## config.mk

```make
export PLATFORM = sky130hd
export DESIGN_NAME = dct_sched_flat
export DESIGN_NICKNAME = d
export VERILOG_FILES = /design/src/rtl/dct_sched_pkg.sv /design/src/rtl/dct_sched_if.sv /design/src/rtl/dct_tag_pipe.sv /design/src/rtl/dct_sched.sv /design/src/flat_wrapper.sv
export SDC_FILE = /design/constraint.sdc
export NUM_CORES = 1
export LEC_CHECK = 0
export CAP_MARGIN = 20
export CORE_AREA = 2 2 206 208
export DETAILED_ROUTE_END_ITERATION = 10
export DIE_AREA = 0 0 208 210
export PLACE_DENSITY_LB_ADDON = 0.12
export SYNTH_ARGS = -nofsm -noshare
export SYNTH_HDL_FRONTEND = slang
export SYNTH_SLANG_ARGS = --single-unit
```

## constraint.sdc

```tcl
create_clock -name clk -period 2.6 [get_ports clk]
set_clock_uncertainty 0.05 [all_clocks]
set_input_delay 0.26 -clock clk [delete_from_list [all_inputs] [get_ports clk]]
set_output_delay 0.26 -clock clk [all_outputs]
set_load 0.05 [all_outputs]
```

## src/rtl/dct_sched_pkg.sv

```systemverilog
// Shared constants and types for the DCT row scheduler and the DCT wrapper.
package dct_sched_pkg;

  localparam int N_ROWS   = 8;
  localparam int N_COLS   = 8;
  localparam int SAMPLE_W = 16;
  localparam int N_COMP   = 3;
  localparam int COMP_W   = $clog2(N_COMP);

  typedef logic [COMP_W-1:0] comp_t;

  typedef enum logic {
    S_IDLE,
    S_BLOCK
  } state_e;

  function automatic int comp_w(input int n);
    return (n > 1) ? $clog2(n) : 1;
  endfunction

endpackage

```

## src/rtl/dct_sched_if.sv

```systemverilog
// Requester-side row handshake and DCT-side row/tag outputs of the scheduler.
interface dct_sched_if #(
  parameter int N_REQ = dct_sched_pkg::N_COMP,
  parameter int W_I   = dct_sched_pkg::SAMPLE_W
);
  import dct_sched_pkg::*;

  localparam int CW = comp_w(N_REQ);

  logic [N_REQ-1:0]                    req_valid;
  logic [N_REQ-1:0]                    req_ready;
  logic [N_REQ-1:0][N_COLS-1:0][W_I-1:0] req_data;
  logic [N_REQ-1:0]                    req_sof;

  logic                                dct_valid;
  logic [N_COLS-1:0][W_I-1:0]          dct_data;
  logic                                dct_sob;
  logic                                dct_eob;
  logic                                dct_sof;
  logic [CW-1:0]                       out_comp;
  logic                                out_tag_valid;
  logic                                busy;

  modport master (
    output req_valid, req_data, req_sof,
    input  req_ready, dct_valid, dct_data, dct_sob, dct_eob, dct_sof,
    input  out_comp, out_tag_valid, busy
  );

  modport slave (
    input  req_valid, req_data, req_sof,
    output req_ready, dct_valid, dct_data, dct_sob, dct_eob, dct_sof,
    output out_comp, out_tag_valid, busy
  );

endinterface

```

## src/rtl/dct_tag_pipe.sv

```systemverilog
// Fixed-depth shift register carrying {valid, component} alongside the DCT pipeline.
module dct_tag_pipe #(
  parameter int DEPTH = 8,
  parameter int WIDTH = 3
) (
  input  logic             clk,
  input  logic             rst,
  input  logic [WIDTH-1:0] d_i,
  output logic [WIDTH-1:0] q_o
);

  logic [WIDTH-1:0] stage_q [DEPTH];

  always_ff @(posedge clk) begin
    if (rst) begin
      for (int unsigned i = 0; i < DEPTH; i++) stage_q[i] <= '0;
    end else begin
      stage_q[0] <= d_i;
      for (int unsigned i = 1; i < DEPTH; i++) stage_q[i] <= stage_q[i-1];
    end
  end

  assign q_o = stage_q[DEPTH-1];

endmodule

```

## src/rtl/dct_sched.sv

```systemverilog
// Round-robin block scheduler: grants one requester the DCT for 8 consecutive rows.
module dct_sched
  import dct_sched_pkg::*;
#(
  parameter int N_REQ = N_COMP,
  parameter int PIPE  = 8,
  parameter int W_I   = SAMPLE_W
) (
  input logic        clk,
  input logic        rst,
  dct_sched_if.slave bus
);

  localparam int CW = comp_w(N_REQ);
  localparam int RW = $clog2(N_ROWS);

  typedef logic [N_COLS-1:0][W_I-1:0] row_t;

  state_e        state_q;
  logic [CW-1:0] grant_q;
  logic [CW-1:0] last_q;
  logic [RW-1:0] row_q;
  logic          dct_valid_q;
  logic          sob_q;
  logic          eob_q;
  logic          sof_q;
  row_t          dct_data_q;
  logic [CW-1:0] comp_q;
  logic [CW:0]   tag_q;

  logic [CW-1:0]    pick_d;
  logic [CW-1:0]    sel_d;
  logic             any_d;
  logic             xfer_d;
  logic             last_row_d;
  logic [N_REQ-1:0] ready_d;
  int unsigned      idx_d;

  // Search begins one past the last completed grant, wrapping modulo N_REQ.
  always_comb begin
    pick_d = '0;
    any_d  = 1'b0;
    idx_d  = 0;
    for (int unsigned i = 0; i < N_REQ; i++) begin
      idx_d = (int'(unsigned'(last_q)) + 1 + i) % N_REQ;
      if (!any_d && bus.req_valid[idx_d]) begin
        any_d  = 1'b1;
        pick_d = CW'(idx_d);
      end
    end
  end

  assign sel_d = (state_q == S_IDLE) ? pick_d : grant_q;

  always_comb begin
    ready_d = '0;
    if (!rst && (state_q == S_BLOCK || any_d)) ready_d[sel_d] = 1'b1;
  end

  assign xfer_d     = |(bus.req_valid & ready_d);
  assign last_row_d = (row_q == RW'(N_ROWS - 1));

  always_ff @(posedge clk) begin
    if (rst) begin
      state_q     <= S_IDLE;
      grant_q     <= '0;
      last_q      <= CW'(N_REQ - 1);
      row_q       <= '0;
      dct_valid_q <= 1'b0;
      sob_q       <= 1'b0;
      eob_q       <= 1'b0;
      sof_q       <= 1'b0;
      dct_data_q  <= '0;
      comp_q      <= '0;
    end else begin
      dct_valid_q <= xfer_d;
      sob_q       <= xfer_d && (row_q == '0);
      eob_q       <= xfer_d && last_row_d;
      sof_q       <= xfer_d && (row_q == '0) && bus.req_sof[sel_d];
      if (xfer_d) begin
        dct_data_q <= bus.req_data[sel_d];
        comp_q     <= sel_d;
      end
      case (state_q)
        S_IDLE: begin
          if (xfer_d) begin
            state_q <= S_BLOCK;
            grant_q <= pick_d;
            row_q   <= RW'(1);
          end
        end
        S_BLOCK: begin
          if (xfer_d) begin
            if (last_row_d) begin
              state_q <= S_IDLE;
              last_q  <= grant_q;
              row_q   <= '0;
            end else begin
              row_q <= row_q + 1'b1;
            end
          end
        end
        default: state_q <= S_IDLE;
      endcase
    end
  end

  dct_tag_pipe #(
    .DEPTH (PIPE),
    .WIDTH (CW + 1)
  ) u_tag_pipe (
    .clk (clk),
    .rst (rst),
    .d_i ({dct_valid_q, comp_q}),
    .q_o (tag_q)
  );

  assign bus.req_ready     = ready_d;
  assign bus.dct_valid     = dct_valid_q;
  assign bus.dct_data      = dct_data_q;
  assign bus.dct_sob       = sob_q;
  assign bus.dct_eob       = eob_q;
  assign bus.dct_sof       = sof_q;
  assign bus.out_tag_valid = tag_q[CW];
  assign bus.out_comp      = tag_q[CW-1:0];
  assign bus.busy          = (state_q == S_BLOCK);

endmodule

```

## src/flat_wrapper.sv

```systemverilog
// flat-port wrapper written by rule: the top's interface ports become plain ports
module dct_sched_flat import dct_sched_pkg::*;
#(
  parameter int N_REQ = N_COMP,
  parameter int PIPE  = 8,
  parameter int W_I   = SAMPLE_W
)
  (clk, rst, bus_req_valid, bus_req_data, bus_req_sof, bus_req_ready, bus_dct_valid, bus_dct_data, bus_dct_sob, bus_dct_eob, bus_dct_sof, bus_out_comp, bus_out_tag_valid, bus_busy);
  dct_sched_if #(.N_REQ(N_REQ), .W_I(W_I)) bus_i ();
  input logic clk;
  input logic rst;
  input wire logic [$bits(bus_i.req_valid)-1:0] bus_req_valid;
  input wire logic [$bits(bus_i.req_data)-1:0] bus_req_data;
  input wire logic [$bits(bus_i.req_sof)-1:0] bus_req_sof;
  output wire logic [$bits(bus_i.req_ready)-1:0] bus_req_ready;
  output wire logic [$bits(bus_i.dct_valid)-1:0] bus_dct_valid;
  output wire logic [$bits(bus_i.dct_data)-1:0] bus_dct_data;
  output wire logic [$bits(bus_i.dct_sob)-1:0] bus_dct_sob;
  output wire logic [$bits(bus_i.dct_eob)-1:0] bus_dct_eob;
  output wire logic [$bits(bus_i.dct_sof)-1:0] bus_dct_sof;
  output wire logic [$bits(bus_i.out_comp)-1:0] bus_out_comp;
  output wire logic [$bits(bus_i.out_tag_valid)-1:0] bus_out_tag_valid;
  output wire logic [$bits(bus_i.busy)-1:0] bus_busy;
  assign bus_i.req_valid = bus_req_valid;
  assign bus_i.req_data = bus_req_data;
  assign bus_i.req_sof = bus_req_sof;
  assign bus_req_ready = bus_i.req_ready;
  assign bus_dct_valid = bus_i.dct_valid;
  assign bus_dct_data = bus_i.dct_data;
  assign bus_dct_sob = bus_i.dct_sob;
  assign bus_dct_eob = bus_i.dct_eob;
  assign bus_dct_sof = bus_i.dct_sof;
  assign bus_out_comp = bus_i.out_comp;
  assign bus_out_tag_valid = bus_i.out_tag_valid;
  assign bus_busy = bus_i.busy;
  dct_sched #(.N_REQ(N_REQ), .PIPE(PIPE), .W_I(W_I)) u_core (.clk(clk), .rst(rst), .bus(bus_i));
endmodule
```

Word-level counts from Yosys, hierarchy flattened. Memories as Yosys holds them, arrays and structs flattened. Index checks and enable logic that the tools add are counted.

Input port bits: 392. ROM bits: 0. Memories kept: 1. Output and inout port bits: 139. Bits in registers: 142. Logic and storage cells: 98. RAM bits: 24. Bits in latches: 0.

Memories: u_core.u_tag_pipe.stage_q (depth 8, width 3, rd ports 8, clocked after Yosys merged registers in 0, write ports 8, RTL line dct_tag_pipe.sv:12) `logic [WIDTH-1:0] stage_q [DEPTH];`.

Shift operators: 0. Mux-type cells: 39. Reductions and logical operators: 16. Multiply operators: 0. Bitwise gates (word level): 10. Order comparisons: 5. Equality and inequality tests: 3. Divide/modulo/power cells: 3. Add/sub/neg operators: 4.

Operator list (count): 128-bit binary-select mux with 2-bit select (1); 128-bit two-way mux (1); 32-bit by 3-bit < comparator with 1-bit output (second input constant) (3); 32-bit by 2-bit modulo with 32-bit output (second input constant) (3); 3-bit two-way mux (12); 32-bit by 1-bit adder with 32-bit output (second input constant) (1); 32-bit by 2-bit adder with 32-bit output (second input constant) (1); 1-bit two-way mux (14); 1-bit binary-select mux with 2-bit select (4); 2-bit two-way mux (4); 1-bit OR (8); 1-bit logical AND (7); 3-bit one-hot mux with 2 select lines (1); 2-bit AND reduction (2); 2-bit by 1-bit adder with 3-bit output (second input constant) (1); 3-bit by 1-bit adder with 3-bit output (second input constant) (1); 3-bit AND (1); 3-bit equality test (second input constant) (1); 1-bit zero test (3); 3-bit zero test (1); 2-bit by 3-bit < comparator with 1-bit output (second input constant) (1); 3-bit AND reduction (1); 3-bit OR reduction (1); 1-bit demux with 2-bit select (1); 6 further kinds (6).

Depth between registers and ports, before layout.
Depth in word-level cells: 21. Depth in mapped cells: 12. Mapped depth without buffers: 9.

Hierarchy. A second synthesis with hierarchy kept.

Cell total of the unflattened synthesis: 913. Area total of the unflattened synthesis: 8712.1 um^2.

By module, submodules not included: dct_sched (times used 1, cells each 863, seq. area each 2842.7 um^2, area each 8018.9 um^2); dct_tag_pipe (times used 1, cells each 50, seq. area each 480.5 um^2, area each 693.2 um^2).

Worst setup path after synthesis. No wires, ideal clock.

Path type: flip-flop to output port. From: register u_core.last_q[0]. To: output bus_req_ready[0]. Data required time: 2.290 ns. Path slack: -0.717 ns. Data arrival time: 3.007 ns. Path buffers: 4. Stages on the path, launching flop included: 12. Cell sequence: dfxtp_1 -> inv_1 -> ha_1 -> buf_2 -> mux2i_1 -> o22a_1 -> a211oi_2 -> nand2b_1 -> buf_4 -> buf_4 -> clkbuf_1 -> nor2b_1.

Longest elaborated chain between the ends: 17. Elaborated cells on any way between the ends: 31. Those cells by class: add/sub (3); div (3); order compare (2); mux (16); reduce/logical (7).

RTL lines: start, declared (RTL line dct_sched.sv:21) `logic [CW-1:0] last_q;`; start signal, assigned (RTL line dct_sched.sv:67) `last_q <= CW'(N_REQ - 1);`; start signal, assigned (RTL line dct_sched.sv:96) `last_q <= grant_q;`; 2-bit by 1-bit adder with 3-bit output * (RTL line dct_sched.sv:45) `idx_d = (int'(unsigned'(last_q)) + 1 + i) % N_REQ;`; parallel branches: the longest is 15 deep, another holds 32-bit by 1-bit adder with 32-bit output; 3-bit two-way mux * (RTL line dct_sched.sv:57) `if (!rst && (state_q == S_BLOCK || any_d)) ready_d[sel_d] = 1'b1;`; end, declared (RTL line flat_wrapper.sv:15) `output wire logic [$bits(bus_i.req_ready)-1:0] bus_req_ready;`.

Mark *: on every way between the ends. The select of a mux whose other input is x is not followed.

Final worst setup path.
From: register u_core.last_q[0]. To: output bus_req_ready[2].

Same word-level chain as after synthesis.

==> impl_metrics.json <==
{
  "post_syn_area_mm2": 0.0107,
  "insertion_delay_ps": 450,
  "synthDominantAreaCellType": "sky130_fd_sc_hd__dfxtp_1",
  "mostFrequentLayoutCell": "sky130_fd_sc_hd__clkdlybuf4s50_1",
  "syn-instance-count": 1329,
  "floorplan.initialDensity": 0.257,
  "cp_slowest_stage_delay_ps": 360,
  "hold_slack_final_ps": 46.1,
  "clk_pin_slew_ps": 70,
  "critical_path.cell_chain": "inv_4 -> ha_4 -> mux2i_2 -> o22a_4 -> a211oi_4 -> buf_4 -> nand2b_4 -> buf_12 -> and3_4 -> buf_12",
  "p_switching_mw": 4.37,
  "placedInstanceArea_mm2": 0.0174,
  "design_area_mm2": 0.0203,
  "period_minus_slack_ps": 2840,
  "via_count": 12300,
  "slew-limit-headroom": 0.359,
  "ys_warn_count": 0,
  "finalPower_mw": 10.9,
  "worst-setup-path-type": "flip-flop to primary output",
  "synth_area_per_cell_um2": 8.02,
  "cts.htree.levels": 4,
  "postLayoutCoreUtil": 0.489,
  "fraction_of_final_layout_cells_with_drive_strength_greater_than_1": 0.291,
  "timing.critical_path.from_type": "flip-flop",
  "grt_start_max_net_pins": 90,
  "synth-seq-cells": 166,
  "seq_total_area_yosys": 0.312,
  "drv_slew": 0,
  "postSynth.asyncResetShare": 0,
  "global_route.usage.total": 0.225,
  "root_buffer": "sky130_fd_sc_hd__clkbuf_16",
  "worstSetupEndpointType": "primary output",
  "critical_path_peak_fanout": 5,
  "synth_top_cells_by_area": "sky130_fd_sc_hd__dfxtp_1 31%, sky130_fd_sc_hd__mux2_2 14%, sky130_fd_sc_hd__nand2_1 9.3%",
  "cp_data_required_time_ps": 2290,
  "report.final.hold_viol_count": 0,
  "post-synth-top-area-fraction": 0.312,
  "path_common_cell": "sky130_fd_sc_hd__buf_12",
  "power_leakage_nw": 7.83,
  "synth_xor_area_frac": 0,
  "syn_to_final_growth_pct": 90.1,
  "synth_edf_count": 0,
  "hold_path.class": "input pin to flip-flop",
  "cap_viol_max_count": 0,
  "max_freq_mhz": 353,
  "finalWirelength_mm": 53.1,
  "setup_total_negative_slack_ps": -21210,
  "setup_viol": 142,
  "placedCellCount": 2362,
  "crit_buf_inv": 4,
  "fraction_of_power_consumed_by_the_clock_network": 0.232,
  "min_period_over_period": 1.09,
  "post-route-worst-setup-slack_ps": -236,
  "wl_met2_mm": 25.9,
  "synth-compound-area-share": 0.303,
  "synthMuxAreaShare": 0.145,
  "dieArea_mm2": 0.0437,
  "die_height_um": 210,
  "critPathSlowestCell": "sky130_fd_sc_hd__dfxtp_4",
  "clockBufferDepth": 2,
  "violations_in_the_final_reports": "setup timing",
  "tritoncts.num_buffers": 17,
  "detailroute.wirelength.met3_mm": 4.01,
  "p_int_mw": 6.56,
  "main_combinational_cell_family_by_area_after_synthesis": "compound AO/OA/AOI/OAI gates",
  "grt_first_pass_wirelength_mm": 75.8,
  "synth_simple_gate_area_frac": 0.124,
  "die_w_um": 208,
  "drc_markers": 0,
  "post_cts_hold_buffer_count": 0,
  "first_global_vias": 12400,
  "gr-total-overflow": 0,
  "detail_route.wirelength.met1_mm": 21.9,
  "power_frac_comb": 0.494,
  "rsz0062_at_grt": "yes",
  "run_status": "finished, violations left",
  "core_area_mm2": 0.0415,
  "layout.nets": 2311,
  "worst_path_dominant_cell_family": "compound AO/OA/AOI/OAI gates",
  "worst_slew_pin_slew_ps": 962,
  "layout.filler_cells": 4080,
  "leading_cell_types_in_the_layout_fill_and_taps_excluded": "526 x sky130_fd_sc_hd__clkdlybuf4s50_1, 206 x sky130_fd_sc_hd__nand2_1, 164 x sky130_fd_sc_hd__dfxtp_1, 133 x sky130_fd_sc_hd__inv_1",
  "firstDrtPassIters": 5,
  "dp_slack_ps": -358,
  "synth.distinct_cells": 45,
  "port_buffers": 530,
  "ir_drop_v": 0.000387,
  "via_per_inst": 4.99,
  "post_drt_wl_per_cell_um": 21.5,
  "syn_nets": 1728,
  "top_signal_layer_used": "met5",
  "swShare": 0.400,
  "p_seq_frac": 0.274,
  "drt_first_iter_violations": 537,
  "num_rows": 75,
  "power_density_over_the_cells_mw_per_mm2": 540,
  "clock_sinks": 166,
  "detailed_place_hpwl_mm": 35.6,
  "final_antenna_net_count": 0,
  "initial_antenna_violation_count": 5,
  "synth_fa_ha_area_frac": 0.00821,
  "gpl.final_weighted_congestion": 0.836,
  "io_pins": 531,
  "timing.critical_path.arrival_ps": 2530,
  "synth_ff_type": "sky130_fd_sc_hd__dfxtp_1",
  "cts_tree": "done",
  "stdcell_count": 2468
}
## cell type report
type,count,area [um2],share of cell area
clock inverter,15,144,0.00710
sequential,166,3330,0.164
antenna,4,10.0,0.000494
clock buffer,17,425,0.0210
timing repair buffer,714,7960,0.393
multi-input combinational,877,7200,0.355
inverter,136,518,0.0256
tap,539,674,0.0333
## power groups by stage
stage	Clock, mW	Sequential, mW	Combinational (mW)
finish	2.53	3.00	5.40
global route	2.68	3.03	5.72
CTS	2.60	3.00	5.00
detailed placement	0	3.05	4.64
global placement	0	3.05	4.62
floorplan	0	3.93	1.69
## cells in the mapped netlist, types with 7 or more instances
cell and instances:
sky130_fd_sc_hd__nand2_1 263, sky130_fd_sc_hd__nor2b_1 27, sky130_fd_sc_hd__nand2b_1 7, sky130_fd_sc_hd__ha_1 7, sky130_fd_sc_hd__nor2_1 8, sky130_fd_sc_hd__mux2_2 130
sky130_fd_sc_hd__dfxtp_1 166, sky130_fd_sc_hd__a221oi_1 87, sky130_fd_sc_hd__buf_1 11, sky130_fd_sc_hd__buf_2 28, sky130_fd_sc_hd__mux2i_1 8, sky130_fd_sc_hd__a21oi_1 130
sky130_fd_sc_hd__o31ai_1 129, sky130_fd_sc_hd__a221oi_2 42, sky130_fd_sc_hd__clkbuf_1 99, sky130_fd_sc_hd__inv_1 135, sky130_fd_sc_hd__buf_4 12
## path summary, 6_finish.rpt
path                                                      start                              end  slack [ps]  cells past startpoint
worst max-delay path                           u_core.last_q[0]                 bus_req_ready[2]        -240                     10
worst min-delay path                                        rst          u_core.bus.dct_data[43]          50                      2
worst max register to register                 u_core.last_q[0]         u_core.bus.dct_data[107]        -220                     14
worst min register to register  u_core.u_tag_pipe.stage_q[1][1]  u_core.u_tag_pipe.stage_q[1][4]         390                      1
## routing by layer
layer,vias to the layer above,global-route usage
met2,477,0.391
met3,56,0.0659
met1,5873,0.268
li1,5915,-
met5,-,0
met4,2,0.0641
## repair_timing
| action | CTS | global route |
|---|---|---|
| pin swaps | 23 | 22 |
| endpoints found under the setup margin | 134 | 142 |
| gates resized for setup | 109 | 178 |
| setup buffers | 21 | 20 |
| cloned | 13 | 17 |
## sequential cells by signal, summed over array words and instances, names as in the netlist, 2 cells and up
signal	count
u_core.bus.dct_data	128
u_core.comp_q	2
u_core.grant_q	2
u_core.last_q	2
u_core.row_q	3
u_core.u_tag_pipe.stage_q	24
## logic make-up after synthesis
family,after synthesis
adders and majority gates,7
buffers and inverters,286
DFF,166
muxes,138
and+or+nand+nor,319
AOI/OAI and AO/OA,413
No activity file was read; power rests on OpenSTA's default activity.
